**config.mk**
```make
export PLATFORM = sky130hd
export DESIGN_NAME = home_actuator_driver
export DESIGN_NICKNAME = d
export VERILOG_FILES = /design/src/rtl/home_actuator_driver.sv
export SDC_FILE = /design/constraint.sdc
export NUM_CORES = 1
export LEC_CHECK = 0
export CORE_AREA = 2 2 58 114
export CTS_BUF_LIST = sky130_fd_sc_hd__clkbuf_4 sky130_fd_sc_hd__clkbuf_8 sky130_fd_sc_hd__clkbuf_16
export DETAILED_ROUTE_END_ITERATION = 16
export DIE_AREA = 0 0 60 116
export HOLD_SLACK_MARGIN = 0.06
export PLACE_DENSITY = 0.57
export SKIP_CTS_REPAIR_TIMING = 1
export SLEW_MARGIN = 20
export SYNTH_ARGS = -nofsm -noshare
export SYNTH_HDL_FRONTEND = slang
export SYNTH_SLANG_ARGS = --single-unit
```
**constraint.sdc**
```tcl
create_clock -name clk -period 5.45 [get_ports clk]
set_input_delay 0.8175 -clock clk [delete_from_list [all_inputs] [get_ports clk]]
set_output_delay 0.8175 -clock clk [all_outputs]
set_load 0.01 [all_outputs]
```
**src/rtl/home_actuator_driver.sv**
```systemverilog
// Actuator driver behind the home-automation FSM: door strikes, fire siren, window, HVAC.
// Optional feature: define ALARM_LATCH_EN to latch the siren until alarm_ack.
module home_actuator_driver #(
  parameter int unsigned DOOR_PULSE = 8,
  parameter int unsigned SIREN_HALF = 4,
  parameter int unsigned MIN_ON     = 32,
  parameter int unsigned DEAD_TIME  = 16
) (
  input  logic       clk,
  input  logic       rst,
  input  logic [5:0] cmd,
  input  logic [2:0] state_code,
`ifdef ALARM_LATCH_EN
  input  logic       alarm_ack,
`endif
  output logic       front_lock,
  output logic       rear_lock,
  output logic       siren,
  output logic       window_motor,
  output logic       heater_en,
  output logic       cooler_en,
  output logic       hvac_busy,
  output logic       fault
);

  localparam int unsigned DoorW  = (DOOR_PULSE > 1) ? $clog2(DOOR_PULSE) : 1;
  localparam int unsigned SirenW = (SIREN_HALF > 1) ? $clog2(SIREN_HALF) : 1;
  localparam int unsigned OnW    = (MIN_ON > 1) ? $clog2(MIN_ON) : 1;
  localparam int unsigned DeadW  = (DEAD_TIME > 1) ? $clog2(DEAD_TIME) : 1;

  localparam logic [DoorW-1:0]  DoorLoad  = DoorW'(DOOR_PULSE - 1);
  localparam logic [SirenW-1:0] SirenLast = SirenW'(SIREN_HALF - 1);
  localparam logic [OnW-1:0]    OnLoad    = OnW'(MIN_ON - 1);
  localparam logic [DeadW-1:0]  DeadLoad  = DeadW'(DEAD_TIME - 1);

  typedef enum logic [1:0] {HvOff, HvHeat, HvCool, HvDead} hvac_e;

  logic              valid;
  logic [5:0]        pcmd;
  logic              siren_act;
  // Only the door bits need edge detection, so only they are remembered.
  logic [1:0]        prev_cmd;
  logic [1:0]        lock_q;
  logic [DoorW-1:0]  door_cnt_q [2];
  logic              siren_run_q;
  logic [SirenW-1:0] siren_ph_q;
  hvac_e             hvac_q;
  logic [OnW-1:0]    on_cnt_q;
  logic [DeadW-1:0]  dead_cnt_q;

  always_comb begin
    valid = 1'b0;
    if (state_code == 3'd0) begin
      valid = (cmd == 6'd0);
    end else if (state_code <= 3'd6) begin
      valid = (cmd == (6'd1 << (state_code - 3'd1)));
    end
    pcmd = valid ? cmd : 6'd0;
  end

`ifdef ALARM_LATCH_EN
  logic alarm_q;
  // Ack only clears the latch once the fire command itself has gone away.
  assign siren_act = pcmd[2] | (alarm_q & ~alarm_ack);

  always_ff @(posedge clk) begin
    if (rst) alarm_q <= 1'b0;
    else     alarm_q <= siren_act;
  end
`else
  assign siren_act = pcmd[2];
`endif

  assign front_lock = lock_q[0];
  assign rear_lock  = lock_q[1];

  always_ff @(posedge clk) begin
    if (rst) begin
      prev_cmd     <= '0;
      lock_q       <= '0;
      door_cnt_q   <= '{default: '0};
      siren        <= 1'b0;
      siren_run_q  <= 1'b0;
      siren_ph_q   <= '0;
      window_motor <= 1'b0;
      heater_en    <= 1'b0;
      cooler_en    <= 1'b0;
      hvac_busy    <= 1'b0;
      fault        <= 1'b0;
      hvac_q       <= HvOff;
      on_cnt_q     <= '0;
      dead_cnt_q   <= '0;
    end else begin
      fault        <= ~valid;
      prev_cmd     <= pcmd[1:0];
      window_motor <= pcmd[3];

      for (int i = 0; i < 2; i++) begin
        if (pcmd[i] && !prev_cmd[i]) begin
          lock_q[i]     <= 1'b1;
          door_cnt_q[i] <= DoorLoad;
        end else if (lock_q[i]) begin
          if (door_cnt_q[i] == '0) lock_q[i] <= 1'b0;
          else                     door_cnt_q[i] <= door_cnt_q[i] - DoorW'(1);
        end
      end

      if (!siren_act) begin
        siren       <= 1'b0;
        siren_run_q <= 1'b0;
        siren_ph_q  <= '0;
      end else if (!siren_run_q) begin
        siren       <= 1'b1;
        siren_run_q <= 1'b1;
        siren_ph_q  <= '0;
      end else if (siren_ph_q == SirenLast) begin
        siren      <= ~siren;
        siren_ph_q <= '0;
      end else begin
        siren_ph_q <= siren_ph_q + SirenW'(1);
      end

      case (hvac_q)
        HvOff: begin
          if (pcmd[4]) begin
            hvac_q    <= HvHeat;
            heater_en <= 1'b1;
            hvac_busy <= 1'b1;
            on_cnt_q  <= OnLoad;
          end else if (pcmd[5]) begin
            hvac_q    <= HvCool;
            cooler_en <= 1'b1;
            hvac_busy <= 1'b1;
            on_cnt_q  <= OnLoad;
          end
        end
        HvHeat: begin
          if (on_cnt_q == '0 && !pcmd[4]) begin
            hvac_q     <= HvDead;
            heater_en  <= 1'b0;
            dead_cnt_q <= DeadLoad;
          end else if (on_cnt_q != '0) begin
            on_cnt_q <= on_cnt_q - OnW'(1);
          end
        end
        HvCool: begin
          if (on_cnt_q == '0 && !pcmd[5]) begin
            hvac_q     <= HvDead;
            cooler_en  <= 1'b0;
            dead_cnt_q <= DeadLoad;
          end else if (on_cnt_q != '0) begin
            on_cnt_q <= on_cnt_q - OnW'(1);
          end
        end
        HvDead: begin
          if (dead_cnt_q == '0) begin
            hvac_q    <= HvOff;
            hvac_busy <= 1'b0;
          end else begin
            dead_cnt_q <= dead_cnt_q - DeadW'(1);
          end
        end
        default: begin
          hvac_q    <= HvOff;
          heater_en <= 1'b0;
          cooler_en <= 1'b0;
          hvac_busy <= 1'b0;
        end
      endcase
    end
  end

endmodule

```
### Yosys cells after proc, flatten, opt, wreduce, memory -nomap -nowiden

Cells that the tools add are included.

| storage, ports and cells | value |
|---|---|
| output and inout bits | 8 |
| bits in registers | 30 |
| logic and storage cells | 123 |
| input port bits | 11 |

| operators by class | value |
|---|---|
| $add $sub $neg | 6 |
| magnitude comparators | 1 |
| muxes and demuxes | 44 |
| equal/unequal tests | 18 |
| reduce and logical (&&, ||, !) cells | 34 |
| shift-type cells | 1 |
| bitwise logic cells | 4 |

Operator list:

| operator | count |
|---|---|
| $mux W5 | 5 |
| $ne A2 B2 Y1 const B | 11 |
| $mux W1 | 18 |
| $mux W3 | 6 |
| $reduce_and A4 Y1 | 4 |
| $pmux W5 S3 | 1 |
| $mux W4 | 3 |
| $pmux W4 S3 | 1 |
| $mux W2 | 5 |
| $reduce_bool A2 Y1 | 5 |
| $logic_not A3 Y1 | 3 |
| $sub A3 B1 Y3 const B | 3 |
| $pmux W2 S4 | 1 |
| $eq A2 B2 Y1 const B | 3 |
| $eq A6 B6 Y1 | 1 |
| $logic_not A6 Y1 | 1 |
| $mux W6 | 1 |
| $pmux W1 S2 | 3 |
| $reduce_and A3 Y1 | 2 |
| $reduce_bool A3 Y1 | 2 |
| $shl A1 B3 Y6 const A | 1 |
| $logic_not A5 Y1 | 1 |
| $reduce_bool A5 Y1 | 1 |
| $sub A5 B1 Y5 const B | 1 |
| other kinds (14) | 25 |

### Longest topological paths before layout

| depth | value |
|---|---|
| word-level depth | 10 |
| gate-level depth with buffers | 9 |
| gate-level depth less buffers | 8 |

### Least setup slack after synthesis

OpenSTA, ideal clock, no wires.

| timing path | value |
|---|---|
| kind | in2reg |
| start point | input port state_code[1] |
| end point | register hvac_q[1] |
| path slack | 2877 ps |
| required time | 5327 ps |
| arrival | 2450 ps |
| library setup time | 123 ps |
| stages | 8 |
| path buffers | 1 |
| cell sequence | buf_2 -> nand4b_1 -> o21ai_1 -> a221o_1 -> o22ai_4 -> a21oi_2 -> nor4_2 -> mux2_1 |

| on the way | value |
|---|---|
| longest elaborated chain between the ends | 10 |
| elaborated cells between the ends (all ways) | 18 |
| classes of those cells | add/sub: 1; order compare: 1; eq/ne: 4; shift: 1; mux: 5; reduce/logical: 6 |

RTL lines:

| item | RTL line | RTL |
|---|---|---|
| start, declared | 12 | `input logic [2:0] state_code,` |
| $sub A3 B1 Y3 | 56 | `valid = (cmd == (6'd1 << (state_code - 3'd1)));` |
| $shl A1 B3 Y6 | 56 |  |
| $eq A6 B6 Y1 | 56 |  |
| $mux W1 | 55 | `end else if (state_code <= 3'd6) begin` |
| $mux W1 * | 53 | `if (state_code == 3'd0) begin` |
| $mux W6 * | 58 | `pcmd = valid ? cmd : 6'd0;` |
| $logic_not A1 Y1, on equally long branches | 147, 138 |  |
| $logic_and A1 B1 Y1, on equally long branches | 147, 138 |  |
| $ne A2 B2 Y1 (no source line) | n/a |  |
| $reduce_and A4 Y1 (no source line) | n/a |  |
| end signal, assigned | 148 | `hvac_q <= HvDead;` |
| end signal, assigned | 157 | `hvac_q <= HvOff;` |
| end signal, assigned | 164 | `hvac_q <= HvOff;` |
| end, declared | 47 | `hvac_e hvac_q;` |

Mark *: on every way between the ends. The rest lies on a longest branch, timed or not.
A chain may end at the register's enable or synchronous reset.

### Worst setup path in the final report

Same ends and word-level chain as after synthesis.

==> report_table.html <==
<table>
<tr><th>Metric</th><th>Value</th></tr>
<tr><th colspan="2">Run status</th></tr>
<tr><td>Outcome</td><td>finished, final reports clean</td></tr>
<tr><th colspan="2">Synth</th></tr>
<tr><td>Number of distinct library cell variants in the gate-level netlist after synthesis</td><td>47</td></tr>
<tr><td>Nets in the synthesized netlist</td><td>235</td></tr>
<tr><td>Share of the synthesized area in compound gates (AO/OA/AOI/OAI)</td><td>0.2463</td></tr>
<tr><td>Synth Warn #</td><td>0</td></tr>
<tr><td>Area share of fa/ha/maj cells after synthesis</td><td>0.09200</td></tr>
<tr><td>Cell area after synthesis</td><td>about 0.0018 mm²</td></tr>
<tr><td>Seq/Total Area, Yosys</td><td>0.3397</td></tr>
<tr><td>Number of instances in the synthesized netlist</td><td>211</td></tr>
<tr><td>Share of synthesized cell area in and, or, nand and nor gates</td><td>0.2470</td></tr>
<tr><td>Area share of xor/xnor cells in the synthesized design</td><td>0.01486</td></tr>
<tr><td>Main combinational cell family by area after synthesis</td><td>simple AND/OR/NAND/NOR gates</td></tr>
<tr><td>Proportion of synthesized area in mux cells</td><td>0.006369</td></tr>
<tr><td>Dominant synthesized flop cell</td><td>sky130_fd_sc_hd__dfxtp_1</td></tr>
<tr><td>Number of register bits inferred by synthesis</td><td>30</td></tr>
<tr><td>Average cell area after synthesis</td><td>between 8 and 9 µm²</td></tr>
<tr><td>Share of synthesized registers carrying an async set or reset</td><td>0</td></tr>
<tr><td>Number of enable flip-flop cells after synthesis</td><td>0</td></tr>
<tr><th colspan="2">Detailed routing</th></tr>
<tr><td>Via density per instance</td><td>5.070</td></tr>
<tr><td>Mean routed wirelength per cell</td><td>12.84 µm</td></tr>
<tr><td>Antenna violation net count after detailed routing</td><td>0</td></tr>
<tr><td>Number of iterations in the first detailed-routing pass</td><td>6</td></tr>
<tr><td>Total number of vias</td><td>1,592</td></tr>
<tr><td># DRC</td><td>0</td></tr>
<tr><td>Number of design-rule violations left by the first detailed-router iteration</td><td>52</td></tr>
<tr><td>Total detailed-routing wirelength</td><td>4.033 mm</td></tr>
<tr><th colspan="2">Run</th></tr>
<tr><td>Count of maximum capacitance violations</td><td>0</td></tr>
<tr><th colspan="2">GRT</th></tr>
<tr><td>Total GRT Usage</td><td>0.1342</td></tr>
<tr><td>Total gr overflow</td><td>0</td></tr>
<tr><td>Global-route wire length before repair</td><td>7.051 mm</td></tr>
<tr><td>Initial antenna violation count</td><td>0</td></tr>
<tr><td>Vias in the first global route</td><td>1,647</td></tr>
<tr><td>Maximum number of pins on one net before global-route repair</td><td>29</td></tr>
<tr><th colspan="2">Pwr</th></tr>
<tr><td>Fraction of power spent switching nets</td><td>0.3504</td></tr>
<tr><td>Power share of the combinational group</td><td>0.374</td></tr>
<tr><td>Design internal power</td><td>between 600 and 700 µW</td></tr>
<tr><td>Net switching power</td><td>331.9 µW</td></tr>
<tr><td>Portion of total power attributed to the clock network</td><td>0.332</td></tr>
<tr><td>P_leak</td><td>0.0008341 µW</td></tr>
<tr><td>Worst vdd ir</td><td>0.1672 mV</td></tr>
<tr><td>Reg power frac</td><td>0.295</td></tr>
<tr><td>Ratio of total power to cell area</td><td>430.1 mW/mm²</td></tr>
<tr><th colspan="2">Worst setup path</th></tr>
<tr><td>Startpoint-to-endpoint class of the critical path</td><td>primary input to flop</td></tr>
<tr><td>Startpoint kind of the worst setup timing path</td><td>primary input</td></tr>
<tr><td>Data required, critical path</td><td>5610 ps</td></tr>
<tr><td>Slowest stage delay, CP</td><td>620 ps</td></tr>
<tr><td>Critical Path Sink Type</td><td>flop</td></tr>
<tr><td>WP data arrival</td><td>about 3100 ps</td></tr>
<tr><td>Cell chain of the critical path</td><td>clkdlybuf4s50_1 -&gt; nor2_1 -&gt; and4_1 -&gt; a211o_1 -&gt; o22ai_4 -&gt; a21oi_2 -&gt; nor4_2 -&gt; mux2_1</td></tr>
<tr><td>Slowest cell on crit path</td><td>sky130_fd_sc_hd__clkdlybuf4s50_1</td></tr>
<tr><td>Largest fanout of any net on the critical path</td><td>8</td></tr>
<tr><th colspan="2">Clocking</th></tr>
<tr><td>Worst-path clk slew</td><td>50 ps</td></tr>
<tr><td>Clock tree from TritonCTS</td><td>done</td></tr>
<tr><td>Root cell of the clock tree</td><td>sky130_fd_sc_hd__clkbuf_16</td></tr>
<tr><td>Clock latency on the worst-skew pair</td><td>270 ps</td></tr>
<tr><td>Number of buffers created by CTS</td><td>5</td></tr>
<tr><td>Maximum clock path buffer count</td><td>2</td></tr>
<tr><td>Count of H-tree levels built during CTS</td><td>2</td></tr>
<tr><td>TritonCTS Sinks</td><td>30</td></tr>
<tr><th colspan="2">Floorplanning</th></tr>
<tr><td>Die Height</td><td>between 100 and 150 µm</td></tr>
<tr><td>Die area</td><td>around 0.0070 mm²</td></tr>
<tr><td>Floorplan core area</td><td>0.006056 mm²</td></tr>
<tr><td>Die Span X</td><td>about 60 µm</td></tr>
<tr><td>Number of rows in the core area</td><td>40</td></tr>
<tr><td>Number of top-level pins</td><td>19</td></tr>
<tr><td>Initial core utilization</td><td>0.2919</td></tr>
<tr><th colspan="2">STA</th></tr>
<tr><td>Clock Skew</td><td>8.813 ps</td></tr>
<tr><td>Post-route setup TNS</td><td>0 ps</td></tr>
<tr><td>Tmin final</td><td>2973 ps</td></tr>
<tr><td>Tcrit/Tclk final</td><td>0.5455</td></tr>
<tr><td>Highest clock frequency the design can meet</td><td>336.4 MHz</td></tr>
<tr><td>Post-layout worst setup margin</td><td>around 2500 ps</td></tr>
<tr><td>Final count of pins violating max slew</td><td>0</td></tr>
<tr><td>Number of setup violations in the final report</td><td>0</td></tr>
<tr><td>Worst relative slew slack</td><td>0.6330</td></tr>
<tr><td>Worst Tran Pin Value</td><td>542.8 ps</td></tr>
<tr><td>Number of endpoints with negative hold slack in the final report</td><td>0</td></tr>
<tr><td>Setup repair after global routing missed its margin</td><td>false</td></tr>
<tr><th colspan="2">Place</th></tr>
<tr><td>Weighted congestion at the end of routability-driven global placement</td><td>between 0.8 and 0.9</td></tr>
<tr><td>Total of buffers placed on input and output ports</td><td>18</td></tr>
<tr><td>Setup slack after placement</td><td>2215 ps</td></tr>
<tr><td>Sum of net half-perimeters after detailed placement</td><td>3.200 mm</td></tr>
<tr><td>Post-placement cell count</td><td>307</td></tr>
<tr><th colspan="2">Finish</th></tr>
<tr><td>Share of post-route cells with drive strength above 1</td><td>0.06522</td></tr>
<tr><td>Number of filler cells placed in the layout</td><td>637</td></tr>
<tr><td>Final layout net count</td><td>254</td></tr>
<tr><td>Antenna diode instance count</td><td>0</td></tr>
<tr><td>Share of the core filled with cells</td><td>0.3636</td></tr>
<tr><td>Final standard cell count with taps included and fillers excluded</td><td>314</td></tr>
<tr><td>Area delta synth-&gt;final</td><td>24.56%</td></tr>
<tr><th colspan="2">Worst hold path</th></tr>
<tr><td>Classification of the worst-slack hold path</td><td>flop to flop</td></tr>
</table>
==> cell families (layout without fill, tap and decap cells) <==
family          count (synthesis)  count (layout)
xor+xnor                        3               3
simple gates                   78              78
mux                             1               1
buf+inv                        25              44
fa+ha+maj                      13              13
flops                          30              30
compound gates                 61              61
==> per-stage QoR <==
stage	instance area (µm²)	hold WS (ps)	total power, µW
2_1_floorplan	1768	406.3	543.9
3_3_place_gp	2033	423.8	637.9
3_5_place_dp	2033	426.5	638.3
4_1_cts	2202	439.8	956.2
5_1_grt	2202	482.4	1011
6_report	2202	438.5	947.2
==> power by group through the flow <==
stage	clock network (µW)	registers [µW]	logic (µW)
after global placement	0	283	355
after floorplan	0	276	268
final	314	279	354
after detailed placement	0	283	356
after global routing	329	284	398
after CTS	321	279	357
==> state kept, by name, summed over array words and instances, names as in the netlist, 2 cells and up <==
register / count
dead_cnt_q: 4
door_cnt_q: 6
hvac_q: 2
lock_q: 2
on_cnt_q: 5
prev_cmd: 2
siren_ph_q: 2
==> cells in the mapped netlist, types with 2 or more instances <==
master                       n  share of area
sky130_fd_sc_hd__clkbuf_1    6          0.013
sky130_fd_sc_hd__xnor2_1     3          0.015
sky130_fd_sc_hd__a311oi_1    2         0.0099
sky130_fd_sc_hd__nand3_1     4          0.011
sky130_fd_sc_hd__and2_1      4          0.014
sky130_fd_sc_hd__ha_1       13          0.092
sky130_fd_sc_hd__a31oi_1     3          0.011
sky130_fd_sc_hd__nand2b_1    4          0.014
sky130_fd_sc_hd__a21oi_1    19          0.054
sky130_fd_sc_hd__o2bb2ai_1   2         0.0099
sky130_fd_sc_hd__o31ai_1     7          0.030
sky130_fd_sc_hd__nor4b_1     4          0.020
sky130_fd_sc_hd__nor2b_1     5          0.018
sky130_fd_sc_hd__and4_1      2         0.0099
sky130_fd_sc_hd__a211oi_1    4          0.017
sky130_fd_sc_hd__and3_1      3          0.011
sky130_fd_sc_hd__and4b_1     2          0.011
sky130_fd_sc_hd__o21ai_1     2         0.0057
sky130_fd_sc_hd__o21ai_0     6          0.017
sky130_fd_sc_hd__nor2_1     23          0.049
sky130_fd_sc_hd__nor3_1      4          0.011
sky130_fd_sc_hd__dfxtp_1    30           0.34
sky130_fd_sc_hd__inv_1      18          0.038
sky130_fd_sc_hd__nand2_1     9          0.019
sky130_fd_sc_hd__nand3b_1    5          0.021
sky130_fd_sc_hd__nor4_1      4          0.014
sky130_fd_sc_hd__a211o_1     3          0.015
==> per-layer routing <==
metal  track usage  share of wire
met1        0.1233           0.38
met2        0.2551           0.57
met3       0.01897          0.022
met4       0.08889          0.027
met5             0              0
==> cell usage in the layout (no fill, tap or decap), types with 3 or more instances in the layout <==
cell type | Yosys | layout
sky130_fd_sc_hd__a211o_1 | 3 | 3
sky130_fd_sc_hd__a211oi_1 | 4 | 4
sky130_fd_sc_hd__a21oi_1 | 19 | 19
sky130_fd_sc_hd__a31oi_1 | 3 | 3
sky130_fd_sc_hd__and2_1 | 4 | 4
sky130_fd_sc_hd__and3_1 | 3 | 3
sky130_fd_sc_hd__clkbuf_16 | 0 | 5
sky130_fd_sc_hd__clkdlybuf4s50_1 | 0 | 18
sky130_fd_sc_hd__dfxtp_1 | 30 | 30
sky130_fd_sc_hd__ha_1 | 13 | 13
sky130_fd_sc_hd__inv_1 | 18 | 18
sky130_fd_sc_hd__nand2_1 | 9 | 9
sky130_fd_sc_hd__nand2b_1 | 4 | 4
sky130_fd_sc_hd__nand3_1 | 4 | 4
sky130_fd_sc_hd__nand3b_1 | 5 | 5
sky130_fd_sc_hd__nor2_1 | 23 | 23
sky130_fd_sc_hd__nor2b_1 | 5 | 5
sky130_fd_sc_hd__nor3_1 | 4 | 4
sky130_fd_sc_hd__nor4_1 | 4 | 4
sky130_fd_sc_hd__nor4b_1 | 4 | 4
sky130_fd_sc_hd__o21ai_0 | 6 | 6
sky130_fd_sc_hd__o31ai_1 | 7 | 7
sky130_fd_sc_hd__xnor2_1 | 3 | 3
==> cell type report <==
| type | count | area, µm² | share of cell area |
|---|---|---|---|
| Clock buffer | 6 | 138.9 | 0.06307 |
| Sequential cell | 30 | 600.6 | 0.2727 |
| Timing Repair Buffer | 19 | 187.7 | 0.08523 |
| Multi-Input combinational cell | 156 | 1072 | 0.4869 |
| Tap cell | 84 | 105.1 | 0.04773 |
| Clock inverter | 1 | 30.03 | 0.01364 |
| Inverter | 18 | 67.56 | 0.03068 |
==> critical path, delay by kind of cell <==
family | cells | cell delay, ps
AO/OA/AOI/OAI | 3 | 610
buffers and inverters | 1 | 620
multiplexers | 1 | 350
AND/OR/NAND/NOR | 3 | 730
==> final timing paths <==
check | startpoint | end | slack (ps) | cells past startpoint
worst max-delay path | state_code[1] | hvac_q[1] | 2480 | 8
worst min-delay path | siren_ph_q[0] | siren_ph_q[0] | 440 | 1
worst max register to register | on_cnt_q[0] | hvac_q[1] | 3440 | 6
worst min register to register | siren_ph_q[0] | siren_ph_q[0] | 440 | 1
No activity file was read; power rests on OpenSTA's default activity.
